[src/rtl/roe_ctrl_seq.sv]
// roe_ctrl_seq -- registered, handshaked instruction decoder for the R.O.E core.
//
// It accepts one 9-bit instruction for each valid/ready transfer. One cycle
// after the accepting edge it presents registered datapath controls. It also
// holds the three persistent register alias pointers (read0, read1, write),
// which are rewritten by REDEF. LW/SW keep their memory strobe asserted for
// MEM_LAT cycles, and fetch is back-pressured for that time.
//
// Handshake: an instruction transfers on a rising edge where
// instr_valid && instr_ready. instr_ready is low only while a memory op is in
// flight. Fetch must hold instr stable until the transfer happens.
// ctrl_valid marks the cycles whose control outputs are live. When it is low,
// every control output is 0.
//
// Ports:
//   clk, reset          rising-edge clock, asynchronous active-high reset
//   instr_valid, instr  instruction from fetch ([8:6] op, [5:4] fun2, [5] fun1, [3:0] operand)
//   instr_ready         decoder can accept an instruction this cycle
//   ctrl_valid          control outputs are live this cycle
//   rd0_ptr, rd1_ptr, wr_ptr   persistent alias pointers
//   reg_imm, reg_write_src, reg_read_write, reg_write_read, reg_write   datapath selects
//   mem_read, mem_write data-memory strobes
//   alu_op, alu_src     ALU operation and B-source select
//   state_dbg           current FSM state (0 IDLE, 1 ISSUE, 2 MEM)
module roe_ctrl_seq #(
    parameter int PTR_W    = 2,
    parameter int MEM_LAT  = 2,
    parameter int ALU_OP_W = 4
) (
    input  logic                clk,
    input  logic                reset,
    input  logic                instr_valid,
    input  logic [8:0]          instr,
    output logic                instr_ready,
    output logic                ctrl_valid,
    output logic [PTR_W-1:0]    rd0_ptr,
    output logic [PTR_W-1:0]    rd1_ptr,
    output logic [PTR_W-1:0]    wr_ptr,
    output logic                reg_imm,
    output logic                reg_write_src,
    output logic                reg_read_write,
    output logic                reg_write_read,
    output logic                reg_write,
    output logic                mem_read,
    output logic                mem_write,
    output logic [ALU_OP_W-1:0] alu_op,
    output logic [1:0]          alu_src,
    output logic [1:0]          state_dbg
);

    localparam int CNT_W = (MEM_LAT > 1) ? $clog2(MEM_LAT) : 1;

    localparam logic [ALU_OP_W-1:0] ALU_ADD    = ALU_OP_W'(0);
    localparam logic [ALU_OP_W-1:0] ALU_SUB    = ALU_OP_W'(1);
    localparam logic [ALU_OP_W-1:0] ALU_SHIFTL = ALU_OP_W'(2);
    localparam logic [ALU_OP_W-1:0] ALU_SHIFTR = ALU_OP_W'(3);
    localparam logic [ALU_OP_W-1:0] ALU_SLB    = ALU_OP_W'(4);
    localparam logic [ALU_OP_W-1:0] ALU_BNZ    = ALU_OP_W'(5);
    localparam logic [ALU_OP_W-1:0] ALU_SLT    = ALU_OP_W'(6);
    localparam logic [ALU_OP_W-1:0] ALU_XOR    = ALU_OP_W'(7);
    localparam logic [ALU_OP_W-1:0] ALU_AND    = ALU_OP_W'(8);
    localparam logic [ALU_OP_W-1:0] ALU_OR     = ALU_OP_W'(9);

    typedef enum logic [1:0] {
        S_IDLE  = 2'd0,
        S_ISSUE = 2'd1,
        S_MEM   = 2'd2
    } state_t;

    typedef struct packed {
        logic                reg_imm;
        logic                reg_write_src;
        logic                reg_read_write;
        logic                reg_write_read;
        logic                reg_write;
        logic                mem_read;
        logic                mem_write;
        logic [ALU_OP_W-1:0] alu_op;
        logic [1:0]          alu_src;
    } ctrl_t;

    state_t             state_q, state_d;
    logic [CNT_W-1:0]   cnt_q, cnt_d;
    ctrl_t              ctrl_q, ctrl_d;
    logic               ctrl_valid_q, ctrl_valid_d;
    logic [PTR_W-1:0]   rd0_q, rd0_d, rd1_q, rd1_d, wr_q, wr_d;

    // Decode of the instruction currently presented by fetch.
    ctrl_t      dec_ctrl;
    logic       dec_is_mem;
    logic       dec_is_redef;
    logic [2:0] op;
    logic [1:0] fun2;
    logic       fun1;
    logic       xfer;

    assign op   = instr[8:6];
    assign fun2 = instr[5:4];
    assign fun1 = instr[5];

    always_comb begin
        dec_ctrl     = '0;
        dec_is_mem   = 1'b0;
        dec_is_redef = 1'b0;
        case (op)
            3'd0: begin
                dec_ctrl.reg_write = 1'b1;
                dec_ctrl.alu_src   = 2'b01;
                dec_ctrl.alu_op    = ALU_SLB;
            end
            3'd1, 3'd2: begin
                dec_ctrl.reg_imm        = 1'b1;
                dec_ctrl.reg_read_write = 1'b1;
                dec_ctrl.reg_write_read = 1'b1;
                dec_ctrl.reg_write      = 1'b1;
                if (op == 3'd1) dec_ctrl.alu_op = fun1 ? ALU_SUB : ALU_ADD;
                else            dec_ctrl.alu_op = fun1 ? ALU_SHIFTR : ALU_SHIFTL;
            end
            3'd3: begin
                case (fun2)
                    2'b00: dec_is_redef = 1'b1;
                    2'b01: begin
                        dec_is_mem              = 1'b1;
                        dec_ctrl.reg_read_write = 1'b1;
                        dec_ctrl.reg_write_src  = 1'b1;
                        dec_ctrl.mem_read       = 1'b1;
                        // A single-cycle LW is already in its final cycle.
                        dec_ctrl.reg_write      = (MEM_LAT == 1);
                    end
                    2'b10: begin
                        dec_is_mem              = 1'b1;
                        dec_ctrl.reg_write_read = 1'b1;
                        dec_ctrl.mem_write      = 1'b1;
                    end
                    default: begin
                        dec_ctrl.reg_write_read = 1'b1;
                        dec_ctrl.alu_op         = ALU_BNZ;
                        dec_ctrl.alu_src        = 2'b10;
                    end
                endcase
            end
            default: begin
                dec_ctrl.reg_write_read = 1'b1;
                dec_ctrl.reg_write      = 1'b1;
                dec_ctrl.alu_src        = 2'b10;
                case (op)
                    3'd4:    dec_ctrl.alu_op = ALU_SLT;
                    3'd5:    dec_ctrl.alu_op = ALU_XOR;
                    3'd6:    dec_ctrl.alu_op = ALU_AND;
                    default: dec_ctrl.alu_op = ALU_OR;
                endcase
            end
        endcase
    end

    assign xfer = instr_valid && (state_q != S_MEM);

    always_comb begin
        state_d = S_IDLE;
        cnt_d   = cnt_q;
        ctrl_d  = '0;
        rd0_d   = rd0_q;
        rd1_d   = rd1_q;
        wr_d    = wr_q;
        if (state_q == S_MEM) begin
            if (cnt_q != '0) begin
                state_d          = S_MEM;
                cnt_d            = cnt_q - CNT_W'(1);
                ctrl_d           = ctrl_q;
                // LW writes back only in the cycle where the counter reaches 0.
                ctrl_d.reg_write = ctrl_q.mem_read && (cnt_q == CNT_W'(1));
            end
        end else if (xfer) begin
            ctrl_d = dec_ctrl;
            if (dec_is_mem) begin
                state_d = S_MEM;
                cnt_d   = CNT_W'(MEM_LAT - 1);
            end else begin
                state_d = S_ISSUE;
            end
            if (dec_is_redef) begin
                case (instr[3:2])
                    2'b00: rd0_d = PTR_W'(instr[1:0]);
                    2'b01: rd1_d = PTR_W'(instr[1:0]);
                    2'b10: wr_d  = PTR_W'(instr[1:0]);
                    default: begin
                        rd0_d = '0;
                        rd1_d = '0;
                        wr_d  = '0;
                    end
                endcase
            end
        end
        ctrl_valid_d = (state_d != S_IDLE);
    end

    always_ff @(posedge clk or posedge reset) begin
        if (reset) begin
            state_q      <= S_IDLE;
            cnt_q        <= '0;
            ctrl_q       <= '0;
            ctrl_valid_q <= 1'b0;
            rd0_q        <= '0;
            rd1_q        <= '0;
            wr_q         <= '0;
        end else begin
            state_q      <= state_d;
            cnt_q        <= cnt_d;
            ctrl_q       <= ctrl_d;
            ctrl_valid_q <= ctrl_valid_d;
            rd0_q        <= rd0_d;
            rd1_q        <= rd1_d;
            wr_q         <= wr_d;
        end
    end

    assign instr_ready    = (state_q != S_MEM);
    assign ctrl_valid     = ctrl_valid_q;
    assign rd0_ptr        = rd0_q;
    assign rd1_ptr        = rd1_q;
    assign wr_ptr         = wr_q;
    assign reg_imm        = ctrl_q.reg_imm;
    assign reg_write_src  = ctrl_q.reg_write_src;
    assign reg_read_write = ctrl_q.reg_read_write;
    assign reg_write_read = ctrl_q.reg_write_read;
    assign reg_write      = ctrl_q.reg_write;
    assign mem_read       = ctrl_q.mem_read;
    assign mem_write      = ctrl_q.mem_write;
    assign alu_op         = ctrl_q.alu_op;
    assign alu_src        = ctrl_q.alu_src;
    assign state_dbg      = state_q;

endmodule

[config.mk]
export PLATFORM = sky130hd
export DESIGN_NAME = roe_ctrl_seq
export DESIGN_NICKNAME = d
export VERILOG_FILES = /design/src/rtl/roe_ctrl_seq.sv
export SDC_FILE = /design/constraint.sdc
export NUM_CORES = 1
export LEC_CHECK = 0
export ABC_AREA = 1
export CAP_MARGIN = 30
export CORE_ASPECT_RATIO = 0.8
export CORE_MARGIN = 1.5
export CORE_UTILIZATION = 46
export DETAILED_ROUTE_END_ITERATION = 7
export GPL_TIMING_DRIVEN = 0
export PLACE_DENSITY = 0.78
export SYNTH_ARGS = -nofsm -noshare
export SYNTH_HDL_FRONTEND = slang
export SYNTH_SLANG_ARGS = --single-unit
[constraint.sdc]
create_clock -name clk -period 1.3 [get_ports clk]
set_input_delay 0.26 -clock clk [delete_from_list [all_inputs] [get_ports clk]]
set_output_delay 0.26 -clock clk [all_outputs]
set_load 0.01 [all_outputs]
==> results.md <==
- At the pin with the least slew margin, the transition time is roughly 0.80 ns.
- After synthesis, the share of flip-flops with an asynchronous set or reset is 1.00.
- Clock tree synthesis found a total of 22 sinks.
- The synthesized design contains 0 enable-type register cells.
- The first global-routing pass estimated 3.74 mm of wire.
- Hold timing on the final database bottoms out at a slack of around 0.37 ns.
- The xor/xnor share of the synthesized area is 0.
- The critical path data required time is 1.50 ns.
- The portion of total power attributed to the clock network is 0.265.
- The core region is 2420 um2.
- In this run the worst path has a maximum fanout of 5.
- Of the total power, registers draw 0.544.
- Grouping stages by cell kind, the critical path spends the most delay in buffers and inverters.
- The setup slack of the most critical reg-to-reg path is ~0.10 ns.
- Derived from the worst setup path, the maximum achievable clock frequency is roughly 800 MHz.
- Internal power comes to 1010 uW.
- Of the total synthesized cell area, the portion taken by full adders, half adders and majority gates is 0.0752.
- Among all flip-flop cells after synthesis, the most frequent one is dfrtp_1.
- In this run the mean area of a mapped cell was roughly 8.4 um2.
- The initial antenna violation count is 0.
- The type of the most critical hold path is in -> reg.
- The detailed router placed 1002 vias in this run.
- Synthesis instantiated 22 different standard cells from the library.
- After filler insertion, the fill cell instance count of the layout stands at between 200 and 250.
- The growth of design area from synthesis to finish is 37.3%.
- The global placement routability congestion is ~0.8.
- By instance count, the cell type seen most on the critical path is nand2_1.
- The number of endpoints failing setup at the final stage is 0.
- The critical path goes through clkdlybuf4s50_1, inv_1, ha_2, inv_2, nor2_8, nand3_2, nand2_1, nand2_1.
- The worst clock skew is 0.0108 ns.
- The element type at the critical path start is a primary input.
- The starting density of the core is 0.481.
- For this run, the number of Yosys warnings is 0.
- By startpoint and endpoint, the worst setup path is classified as in -> reg.
- The final critical delay including setup and external delays is approximately 1.3 ns.
- In the post-route analysis, the smallest setup slack over all paths is 0.0437 ns.
- The switching power summed over all nets is between 300 and 400 uW.
- The antenna diode count is 0.
- The clock tree from TritonCTS is yes.
- The max-capacitance violation count is 0.
- The initial DRC count is 49.
- At the worst endpoint, the arrival time is 1.45 ns.
- In this run the core area contains 16 standard-cell rows.
- When the netlist entered floorplanning its net count stood at around 160.
- The cell type with the highest aggregate area in the netlist is dfrtp_1.
- The flow ran to the end, and the final reports show no timing, DRC or antenna violations.
- The share of cell area taken by muxes after synthesis is 0.
- VDD sags by at most a little under 0.0008 V.
- The first detailed-routing pass took 4 iterations.
- The area of the die is roughly 2800 um2.
- The slowest cell on the critical path is clkdlybuf4s50_1.
- The area of the mapped netlist is 1160 um2.
- STA classifies the critical path endpoint as a flip-flop.
- The storage element area is 551 um2.
- The power density normalized to cell area is approximately 860 nW/um2.
- The combined area of the multi-input logic cells is ~530 um2.
- Yosys instantiated no cell more often than nand2_1.
- The largest stage delay on the critical path is 0.46 ns.
- Summed over all layers, the global routing overflow is 0.
- The final worst-path cycle share is 0.966.
- The clock reaches the later pin of the worst-skew pair after 0.30 ns.
- The detail route stage leaves a number of antenna-violating nets equal to 0.
- For this design the top-level I/O count stands at 35.
- The area fraction of the dominant cell type after synthesis is 0.473.
- Using the TritonRoute via totals, the vias-per-cell ratio works out to approximately 4.6.
- The placed wire-length estimate is approximately 1.8 mm.
- For met2 alone, demand over resource in global routing was 0.316.
- Ranked by total cell area, the synthesized netlist is headed by dfrtp_1 47%, nand2_1 17%, ha_1 7.5%.
- The clock transition at the register clock pins on the worst setup and hold paths after CTS is about 0.12 ns.
- The synthesized-area fraction occupied by ao, oa, aoi and oai cells was 0.0473.
- The sequential share of the synthesized area is 0.473.
- After synthesis, the most frequently instantiated cells are 52 x nand2_1, 22 x dfrtp_1, 20 x inv_1.
- In this run the tightest slew margin relative to its limit is 0.467.
- Clock tree synthesis inserted a total of 3 buffers.
- The most used routing layer is met2.
- Synthesis handed over a netlist of 139 instances.
- The share of total power dissipated in combinational logic is 0.190.
- The final count of pins violating max slew is 0.
- No sink is reached through more buffers than the 2 on the longest clock path.
- In the global route stage, met3 resource usage came out at 0.0486.
- Entering global routing, the biggest net connects 23 pins.
- Of the total synthesized cell area, the portion taken by AND, OR, NAND and NOR gates is 0.314.
- Prior to clock tree synthesis, the placed netlist has a worst setup slack of -0.332 ns.
- For this run, the total global-route usage over all layers was measured as 0.179.
- For this run, global-route usage on met1 was measured as 0.231.
- The switching fraction of total power is 0.264.
- Measured along the y axis, the die boundary spans approximately 48 um.
- By area, the combinational part of the netlist is dominated by simple AND/OR/NAND/NOR gates.
- At the end of the flow, the number of nets in the layout was 200.
- In this run the number of H-tree levels came out at 1.
- In this run the tool buffered the top-level ports with 34 buffer cells.
- Counting flops and latches in the post-synthesis netlist gives 22.
- The leakage power of the design is between 0.0009 and 0.001 uW.
- The final layout contains routed wiring with a total length of around 2.4 mm.
- The number of hold violations in the final report was 0.
- After clock tree synthesis, the flow added hold-fix buffers numbering 0.
- The CTS root buffer is clkbuf_4.
- The post-detailed-route DRC marker count is 0.
- From left edge to right edge, the die measures between 50 and 60 um.
- The fraction of layout instances using a drive strength above 1 is 0.144.
- Together, buffers and inverters on the worst path number 3.
- The average wire per cell in the routed design is about 11 um.
- The number of global-route vias before repair is 894.
[sequential cells by signal, summed over array words and instances, names as in the netlist]
signal / cells
ctrl_valid: 1
rd0_ptr: 2
cnt_q: 1
reg_imm: 1
alu_op: 4
state_dbg: 2
mem_read: 1
wr_ptr: 2
reg_read_write: 1
reg_write_read: 1
alu_src: 2
reg_write: 1
rd1_ptr: 2
mem_write: 1
[tightest hold or removal path, cell delays in order]
cell            delay, ns
dlymetal6s2s_1       0.17
nand2_1              0.09
nand2_1              0.05
nand2_1              0.05
nand2_1              0.04
[placed cells by master, fill, tap and decap left out, types with 3 or more instances in the layout]
cell type        synthesis  layout
nand4_1                  6       6
clkdlybuf4s50_1          0      10
nor2_2                   1       3
nand2_1                 52      52
nor2_1                   7       5
dfrtp_1                 22      22
dlygate4sd2_1            0      21
inv_1                   20      19
nand3_2                  3       3
buf_6                    1       3
clkbuf_4                 0       3
o21ai_0                  5       5
ha_1                     7       6
[power groups by stage]
| stage | combinational (uW) | clock (uW) | sequential (uW) |
|---|---|---|---|
| 6_report | 261 | 363 | 745 |
| 5_1_grt | 292 | 400 | 751 |
| 4_1_cts | 257 | 383 | 746 |
| 3_5_place_dp | 275 | 0 | 761 |
| 3_3_place_gp | 268 | 0 | 758 |
| 2_1_floorplan | 121 | 0 | 774 |
[repair_timing]
action / CTS / global route
buffers inserted: 2 / 0
setup endpoints to repair: 26 / 8
pin swaps: 1 / 3
gates resized for setup: 30 / 7
gates cloned: 0 / 1
[per-stage QoR]
step                utilization  power [uW]  std cells  TNS (ns)  area [um2]
floorplan                     -         895        139         0        1160
global placement          0.640        1030        209     -3.33        1550
detailed placement        0.640        1040        209     -4.75        1550
CTS                       0.649        1390        215         0        1570
global route              0.660        1440        216   -0.0184        1600
finish                    0.660        1370        216         0        1600
[worst paths after layout]
path,from,endpoint,cells after the start
max,instr[4],rd1_ptr[1],8
min,instr[5],alu_op[0],5
max reg2reg,state_dbg[1],wr_ptr[1],8
min reg2reg,rd1_ptr[0],rd1_ptr[0],2
max in group asynchronous,reset,mem_read,2
min in group asynchronous,reset,reg_imm,2
[cell type report]
type | count | area share
Inverter | 22 | 0.0532
Buffer | 3 | 0.0149
Sequential cell | 22 | 0.344
Multi-Input combinational cell | 93 | 0.329
Tap cell | 36 | 0.0282
Clock buffer | 4 | 0.0227
Timing Repair Buffer | 36 | 0.207
[kinds of logic after synthesis]
family,after synthesis
AO/OA/AOI/OAI,10
adder cells (fa/ha/maj),7
buffers and inverters,25
flip-flops,22
AND/OR/NAND/NOR,75
[metal layers]
layer	vias to the layer above	share of wire	routed length, um
met5	-	0	0
met4	0	0.0030	7
met3	2	0.039	92
met2	18	0.50	1180
met1	462	0.46	1090
li1	520	-	-
(Power assumes the default switching activity.)
